**src/rtl/gpio_wb_arbiter.sv**
```systemverilog
// Round-robin two-master Wishbone arbiter with cyc-window bus lock and an unanswered-strobe watchdog.
// One-cycle grant latency from IDLE, then a purely combinational pass-through; the owner stalls only on the slave's ack.
module gpio_wb_arbiter #(
   parameter int AW      = 8,
   parameter int DW      = 32,
   parameter int TIMEOUT = 15
) (
   input  logic          wb_clk_i,
   input  logic          wb_rst_ni,
   input  logic          m0_cyc_i,
   input  logic          m0_stb_i,
   input  logic          m0_we_i,
   input  logic [AW-1:0] m0_adr_i,
   input  logic [DW-1:0] m0_dat_i,
   input  logic [3:0]    m0_sel_i,
   output logic [DW-1:0] m0_dat_o,
   output logic          m0_ack_o,
   output logic          m0_err_o,
   input  logic          m1_cyc_i,
   input  logic          m1_stb_i,
   input  logic          m1_we_i,
   input  logic [AW-1:0] m1_adr_i,
   input  logic [DW-1:0] m1_dat_i,
   input  logic [3:0]    m1_sel_i,
   output logic [DW-1:0] m1_dat_o,
   output logic          m1_ack_o,
   output logic          m1_err_o,
   output logic          s_cyc_o,
   output logic          s_stb_o,
   output logic          s_we_o,
   output logic [AW-1:0] s_adr_o,
   output logic [DW-1:0] s_dat_o,
   output logic [3:0]    s_sel_o,
   input  logic [DW-1:0] s_dat_i,
   input  logic          s_ack_i,
   input  logic          s_err_i,
   output logic [1:0]    grant_o
);

   typedef enum logic [1:0] {IDLE, OWN0, OWN1} state_t;

   state_t     state, state_nxt;
   logic       last_owner;
   logic [7:0] wait_cnt, wait_cnt_nxt;
   logic       own0, own1, own_cyc, own_req, force_err;

   always_comb begin
      own0      = (state == OWN0);
      own1      = (state == OWN1);
      own_cyc   = (own0 & m0_cyc_i) | (own1 & m1_cyc_i);
      own_req   = (own0 & m0_cyc_i & m0_stb_i) | (own1 & m1_cyc_i & m1_stb_i);
      force_err = own_req & (wait_cnt == 8'(TIMEOUT));
   end

   always_comb begin
      s_cyc_o  = own_cyc;
      s_stb_o  = own_req & ~force_err;
      s_we_o   = 1'b0;
      s_adr_o  = '0;
      s_dat_o  = '0;
      s_sel_o  = '0;
      m0_dat_o = '0;
      m1_dat_o = '0;
      m0_ack_o = 1'b0;
      m1_ack_o = 1'b0;
      m0_err_o = 1'b0;
      m1_err_o = 1'b0;
      grant_o  = {own1, own0};
      if (own0) begin
         s_we_o   = m0_we_i;
         s_adr_o  = m0_adr_i;
         s_dat_o  = m0_dat_i;
         s_sel_o  = m0_sel_i;
         m0_dat_o = s_dat_i;
         m0_ack_o = s_ack_i & own_req;
         m0_err_o = (s_err_i & own_req) | force_err;
      end else if (own1) begin
         s_we_o   = m1_we_i;
         s_adr_o  = m1_adr_i;
         s_dat_o  = m1_dat_i;
         s_sel_o  = m1_sel_i;
         m1_dat_o = s_dat_i;
         m1_ack_o = s_ack_i & own_req;
         m1_err_o = (s_err_i & own_req) | force_err;
      end
   end

   // Ownership persists while the owner's cyc is high; release hands straight over if the other master waits.
   always_comb begin
      state_nxt = state;
      case (state)
         IDLE: begin
            if (m0_cyc_i && m1_cyc_i) state_nxt = last_owner ? OWN0 : OWN1;
            else if (m0_cyc_i)        state_nxt = OWN0;
            else if (m1_cyc_i)        state_nxt = OWN1;
         end
         OWN0:    if (!m0_cyc_i) state_nxt = m1_cyc_i ? OWN1 : IDLE;
         OWN1:    if (!m1_cyc_i) state_nxt = m0_cyc_i ? OWN0 : IDLE;
         default: state_nxt = IDLE;
      endcase
      wait_cnt_nxt = (own_req & ~s_ack_i & ~s_err_i & ~force_err) ? wait_cnt + 8'd1 : 8'd0;
   end

   always_ff @(posedge wb_clk_i) begin
      if (!wb_rst_ni) begin
         state      <= IDLE;
         last_owner <= 1'b1;
         wait_cnt   <= 8'd0;
      end else begin
         state    <= state_nxt;
         wait_cnt <= wait_cnt_nxt;
         if (state_nxt != state && state_nxt != IDLE)
            last_owner <= (state_nxt == OWN1);
      end
   end

endmodule

```
**config.mk**
```make
export PLATFORM = sky130hd
export DESIGN_NAME = gpio_wb_arbiter
export DESIGN_NICKNAME = d
export VERILOG_FILES = /design/src/rtl/gpio_wb_arbiter.sv
export SDC_FILE = /design/constraint.sdc
export NUM_CORES = 1
export LEC_CHECK = 0
export BUFFER_PORTS_ARGS = -buffer_cell sky130_fd_sc_hd__clkbuf_2
export CAP_MARGIN = 20
export CELL_PAD_IN_SITES_DETAIL_PLACEMENT = 1
export CELL_PAD_IN_SITES_GLOBAL_PLACEMENT = 1
export CORE_UTILIZATION = 16
export CTS_BUF_LIST = sky130_fd_sc_hd__clkbuf_8
export CTS_CLUSTER_SIZE = 28
export DETAILED_ROUTE_END_ITERATION = 7
export PLACE_DENSITY = 0.94
export SYNTH_ARGS = -nofsm -noshare
export SYNTH_HDL_FRONTEND = slang
export SYNTH_SLANG_ARGS = --single-unit
```
**constraint.sdc**
```tcl
create_clock -name wb_clk_i -period 1.9 [get_ports wb_clk_i]
set_clock_uncertainty 0.1 [all_clocks]
set_input_delay 0 -clock wb_clk_i [delete_from_list [all_inputs] [get_ports wb_clk_i]]
set_output_delay 0 -clock wb_clk_i [all_outputs]
set_load 0.02 [all_outputs]
```
---- Yosys cells after proc, flatten, opt, wreduce, memory -nomap -nowiden ----
Cells that the tools add are included.
word-level totals
  input bits .............................. 130
  RAM bits ................................ 0
  register bits after elaboration ......... 11
  memories kept ........................... 0
  latch bits .............................. 0
  memory bits (read-only) ................. 0
  logic and storage cells ................. 57
cells by class
  bitwise logic cells ..................... 17
  multipliers ............................. 0
  $add $sub $neg .......................... 1
  shift-type cells ........................ 0
  muxes and demuxes ....................... 26
  div/mod/pow operators ................... 0
  reduce and logical (&&, ||, !) cells .... 5
  equality and inequality tests ........... 5
  $lt $le $gt $ge ......................... 0
operator list
  cell                 number
  $mux 32              5
  $mux 8               2
  $mux 2               7
  $and 1x1->1          11
  $mux 1               9
  $add 8x1->8 const B  1
  $eq 8x4->1 const B   1
  $mux 4               2
  $pmux 2 s3           1
  $eq 2x2->1 const B   2
  $not 1->1            3
  $or 1x1->1           3
  $eq 2x1->1 const B   1
  $logic_and 1x1->1    2
  $logic_not 2->1      1
  $ne 2x2->1           1
  $reduce_and 2->1     1
  $reduce_bool 2->1    1

---- Logic depth before layout (Yosys ltp) ----
  word-level depth ........................ 8
  gate-level depth with buffers ........... 6
  depth with buffers taken out ............ 4

---- Least setup slack after synthesis ----
No wires, ideal clock.
  path type ............................... reg2out
  from .................................... reg wait_cnt[5]
  to ...................................... out m0_err_o
  stages on the path, launching flop included .. 4
  arrival time ............................ 1.328 ns
  buffers on the path ..................... 0
  slack ................................... 0.472 ns
  cells stage by stage .................... dfxtp_1 -> or4_4 -> o21bai_4 -> and2_1
on the way
  longest elaborated chain between the ends .. 4
RTL lines
  item                      RTL line  text
  start: declaration        44        logic [7:0] wait_cnt, wait_cnt_nxt;
  start signal: assignment  111       wait_cnt <= wait_cnt_nxt;
  $eq 8x4->1                52        force_err = own_req & (wait_cnt == 8'(TIMEOUT));
  $and 1x1->1               52
  $or 1x1->1                76        m0_err_o = (s_err_i & own_req) | force_err;
  $mux 1                    69        if (own0) begin
  end: declaration          18        output logic m0_err_o,
Every way passes these cells.

---- Worst setup path in the final report ----
  from .................................... reg state[1]
  to ...................................... out s_we_o
on the way
  longest elaborated chain between the ends .. 3
RTL lines
  item                      RTL line  text
  start: declaration        42        state_t state, state_nxt;
  start signal: assignment  110       state <= state_nxt;
  $eq 2x2->1                49        own1 = (state == OWN1);
  $mux 1                    77        end else if (own1) begin
  $mux 1 (*)                69
  end: declaration          30        output logic s_we_o,
Every way passes the cells marked *; elsewhere a longest branch is shown, timed or not.

==> impl_metrics.sql <==
INSERT INTO impl_metrics (metric_group, metric, value, unit) VALUES
('yosys', 'netlist_top_cells_area', 'sky130_fd_sc_hd__and2_1 29%, sky130_fd_sc_hd__a22o_1 27%, sky130_fd_sc_hd__dfxtp_1 15%', ''),
('floorplanning', 'boundaryPins', '247', ''),
('yosys', 'yosysSeqAreaShare', '0.150', ''),
('detailed_routing', 'drc_errors', '35', ''),
('yosys', 'netlist-cell-type-count', '31', ''),
('grt', 'grtUsageTotal', '0.185', ''),
('critical_path', 'ordered_cell_list_for_the_critical_path', 'inv_1, nor2_4, buf_12, a22o_1, clkbuf_2', ''),
('sta', 'drv_slew', '0', ''),
('grt', 'antenna_violations_before_repair', '0', ''),
('placement', 'port_buffers', '246', ''),
('clock_network', 'clock-root-buffer', 'sky130_fd_sc_hd__clkbuf_8', ''),
('status', 'failing_checks', 'design-rule violations', ''),
('finish', 'synthToLayoutAreaGrowth', '99.0', '%'),
('floorplanning', 'core_region_area', '8810', 'sq um'),
('detailed_routing', 'average_via_count_per_standard_cell', '4.65', ''),
('sta', 'achievable-frequency', '0.552', 'GHz'),
('critical_path', 'worst_reg2reg_path_length_in_cells', '3', ''),
('clock_network', 'clkLatencyLatePin', '0.24', 'ns'),
('yosys', 'netlist_area', '1470', 'sq um'),
('yosys', 'post_synth_inst_count', '191', ''),
('detailed_routing', 'drtIter0Drc', '109', ''),
('floorplanning', 'initial_core_util', '0.167', ''),
('yosys', 'yosys_register_bits', '11', ''),
('finish', 'final_layout_size_suffix_gt1_frac', '0.610', ''),
('finish', 'layout_common_cells', '246 x sky130_fd_sc_hd__clkbuf_2, 68 x sky130_fd_sc_hd__and2_1, 46 x sky130_fd_sc_hd__a22o_1', ''),
('grt', 'gr-total-overflow', '0', ''),
('sta', 'rsz_0062_raised_after_global_routing', 'false', ''),
('power', 'cellLeakagePower', '1.70', 'nW'),
('clock_network', 'cts_inserted_buffers', '3', ''),
('placement', 'cell_count_after_placement', '528', ''),
('critical_path', 'worst_path_largest_cell_delay', '0.48', 'ns'),
('finish', 'final_net_count', '563', ''),
('floorplanning', 'die_width', '97.7', 'microns'),
('sta', 'max_slew.worst_pin.slew', '0.612', 'ns'),
('floorplanning', 'die_y', '97.7', 'microns'),
('critical_path', 'timing.critical_path.required', '1.80', 'ns'),
('sta', 'setup_viol', '0', ''),
('power', 'cellPowerDensity', '403', 'nW/um^2'),
('floorplanning', 'rows', '34', ''),
('sta', 'whs', '0.0633', 'ns'),
('floorplanning', 'dieArea', '9550', 'sq um'),
('clock_network', 'path_clk_slew', '0.05', 'ns'),
('clock_network', 'clk_path_buf_depth', '2', ''),
('sta', 'setup_tns', '0', 'ns'),
('finish', 'insertedDiodeCount', '0', ''),
('min_path', 'hold_path_depth', '4', ''),
('grt', 'grt_max_degree', '80', ''),
('power', 'max-vdd-ir-drop', '0.182', 'mV'),
('yosys', 'netlist.area_leader.share', '0.290', ''),
('finish', 'fillers', '1145', ''),
('clock_network', 'tritoncts', 'done', ''),
('detailed_routing', 'detailroute.wirelength.met2', '4.50', 'mm'),
('yosys', 'ys.warnings.count', '0', ''),
('clock_network', 'htreeDepth', '1', ''),
('job', 'cap_violations', '0', ''),
('critical_path', 'cp.arrival', '1.71', 'ns'),
('critical_path', 'critPathMaxFanout', '40', ''),
('critical_path', 'cp_slowest_cell', 'sky130_fd_sc_hd__dfxtp_1', ''),
('detailed_routing', 'wl_per_cell', '18.1', 'microns'),
('detailed_routing', 'routed-wl-met3', '1.09', 'mm'),
('placement', 'gpl.final_weighted_congestion', '0.809', ''),
('placement', 'dp_hpwl', '7.90', 'mm'),
('min_path', 'hp-class', 'in2reg', ''),
('detailed_routing', 'wl', '9.75', 'mm'),
('critical_path', 'critPathLaunchType', 'register', ''),
('finish', 'layout.cells.non_filler', '539', ''),
('placement', 'worst_slack_placed', '0.177', 'ns'),
('sta', 'finalHoldViolations', '0', ''),
('yosys', 'synth.avg_cell_area', '7.68', 'sq um'),
('status', 'outcome', 'complete, but fails checks', ''),
('grt', 'vias_in_the_first_global_route', '2493', '');
kinds of logic (layout without fill, tap and decap cells):
logic type,count (synthesis),count (layout),synth area share
flip-flops,11,11,0.150
AO/OA/AOI/OAI,60,60,0.346
buffers and inverters,24,264,0.0802
AND/OR/NAND/NOR,92,92,0.398
XOR/XNOR,3,3,0.0179
adder cells (fa/ha/maj),1,1,0.00853
worst paths after layout:
check / from / endpoint / slack, ns
worst max-delay path: state[1]$_SDFF_PN0_ / s_we_o / 0.09
worst min-delay path: s_err_i / wait_cnt[6]$_SDFF_PN0_ / 0.06
worst max register to register: state[1]$_SDFF_PN0_ / wait_cnt[3]$_SDFF_PN0_ / 0.27
worst min register to register: wait_cnt[0]$_SDFF_PN0_ / wait_cnt[0]$_SDFF_PN0_ / 0.40
sequential cells by signal, indices dropped and copies added, names as in the netlist:
name,flops
state,2
last_owner,1
wait_cnt,8
layout make-up:
class / instances / area [sq um] / area share
Timing Repair Buffer: 256 / 1360 / 0.466
Multi-Input combinational cell: 156 / 1140 / 0.391
Sequential cell: 11 / 221 / 0.0759
Tap cell: 108 / 135 / 0.0463
Clock buffer: 3 / 41.3 / 0.0142
Inverter: 4 / 15.0 / 0.00515
Clock inverter: 1 / 3.75 / 0.00129
cells in the mapped netlist:
master                     number
sky130_fd_sc_hd__and2_1        68
sky130_fd_sc_hd__a22o_1        46
sky130_fd_sc_hd__dfxtp_1       11
sky130_fd_sc_hd__buf_2          9
sky130_fd_sc_hd__clkbuf_1       6
sky130_fd_sc_hd__nor3_1         5
sky130_fd_sc_hd__buf_4          4
sky130_fd_sc_hd__inv_1          4
sky130_fd_sc_hd__o21ai_0        4
sky130_fd_sc_hd__a211oi_1       3
sky130_fd_sc_hd__nor2b_1        3
sky130_fd_sc_hd__or3_1          3
sky130_fd_sc_hd__and3_1         2
sky130_fd_sc_hd__and4b_1        2
sky130_fd_sc_hd__nand2_1        2
sky130_fd_sc_hd__nand3_1        2
sky130_fd_sc_hd__o22ai_1        2
sky130_fd_sc_hd__xnor2_1        2
sky130_fd_sc_hd__a21oi_1        1
sky130_fd_sc_hd__clkbuf_2       1
sky130_fd_sc_hd__ha_1           1
sky130_fd_sc_hd__nand3_4        1
sky130_fd_sc_hd__nand4_1        1
sky130_fd_sc_hd__nor2_1         1
sky130_fd_sc_hd__nor2_2         1
sky130_fd_sc_hd__o21ai_1        1
sky130_fd_sc_hd__o21bai_4       1
sky130_fd_sc_hd__o22a_2         1
sky130_fd_sc_hd__o311a_1        1
sky130_fd_sc_hd__or4_4          1
sky130_fd_sc_hd__xor2_1         1
critical path: cells and delay by family (launching register included):
| family | cells | cell delay [ns] |
|---|---|---|
| AOI/OAI and AO/OA | 1 | 0.23 |
| DFF | 1 | 0.48 |
| and+or+nand+nor | 1 | 0.18 |
| buffers and inverters | 3 | 0.56 |
repair_timing:
item,in CTS,in global routing
endpoints found under the setup margin,6,8
pin swaps,0,1
buffers inserted,0,3
gates resized for setup,1,1
hold buffers,3,0
hold endpoints to repair,3,0
cloned,0,1
power breakdown:
part | switching, mW | internal, mW | total (mW)
clock | 0.0865 | 0.142 | 0.228
combinational | 0.406 | 0.297 | 0.703
sequential | 0.00895 | 0.237 | 0.246
total | 0.501 | 0.675 | 1.18
through the flow:
step           power [mW]  area, sq um
5_1_grt              1.24         2920
3_3_place_gp        0.920         2790
2_1_floorplan       0.607         1470
3_5_place_dp        0.931         2790
6_report             1.18         2920
4_1_cts              1.17         2870
metal layers:
layer	up-vias	global-route usage
li1	1170	-
met1	1167	0.226
met2	156	0.311
met3	13	0.0673
met4	0	0.0361
met5	-	0
Power figures use the tool's default switching activity.
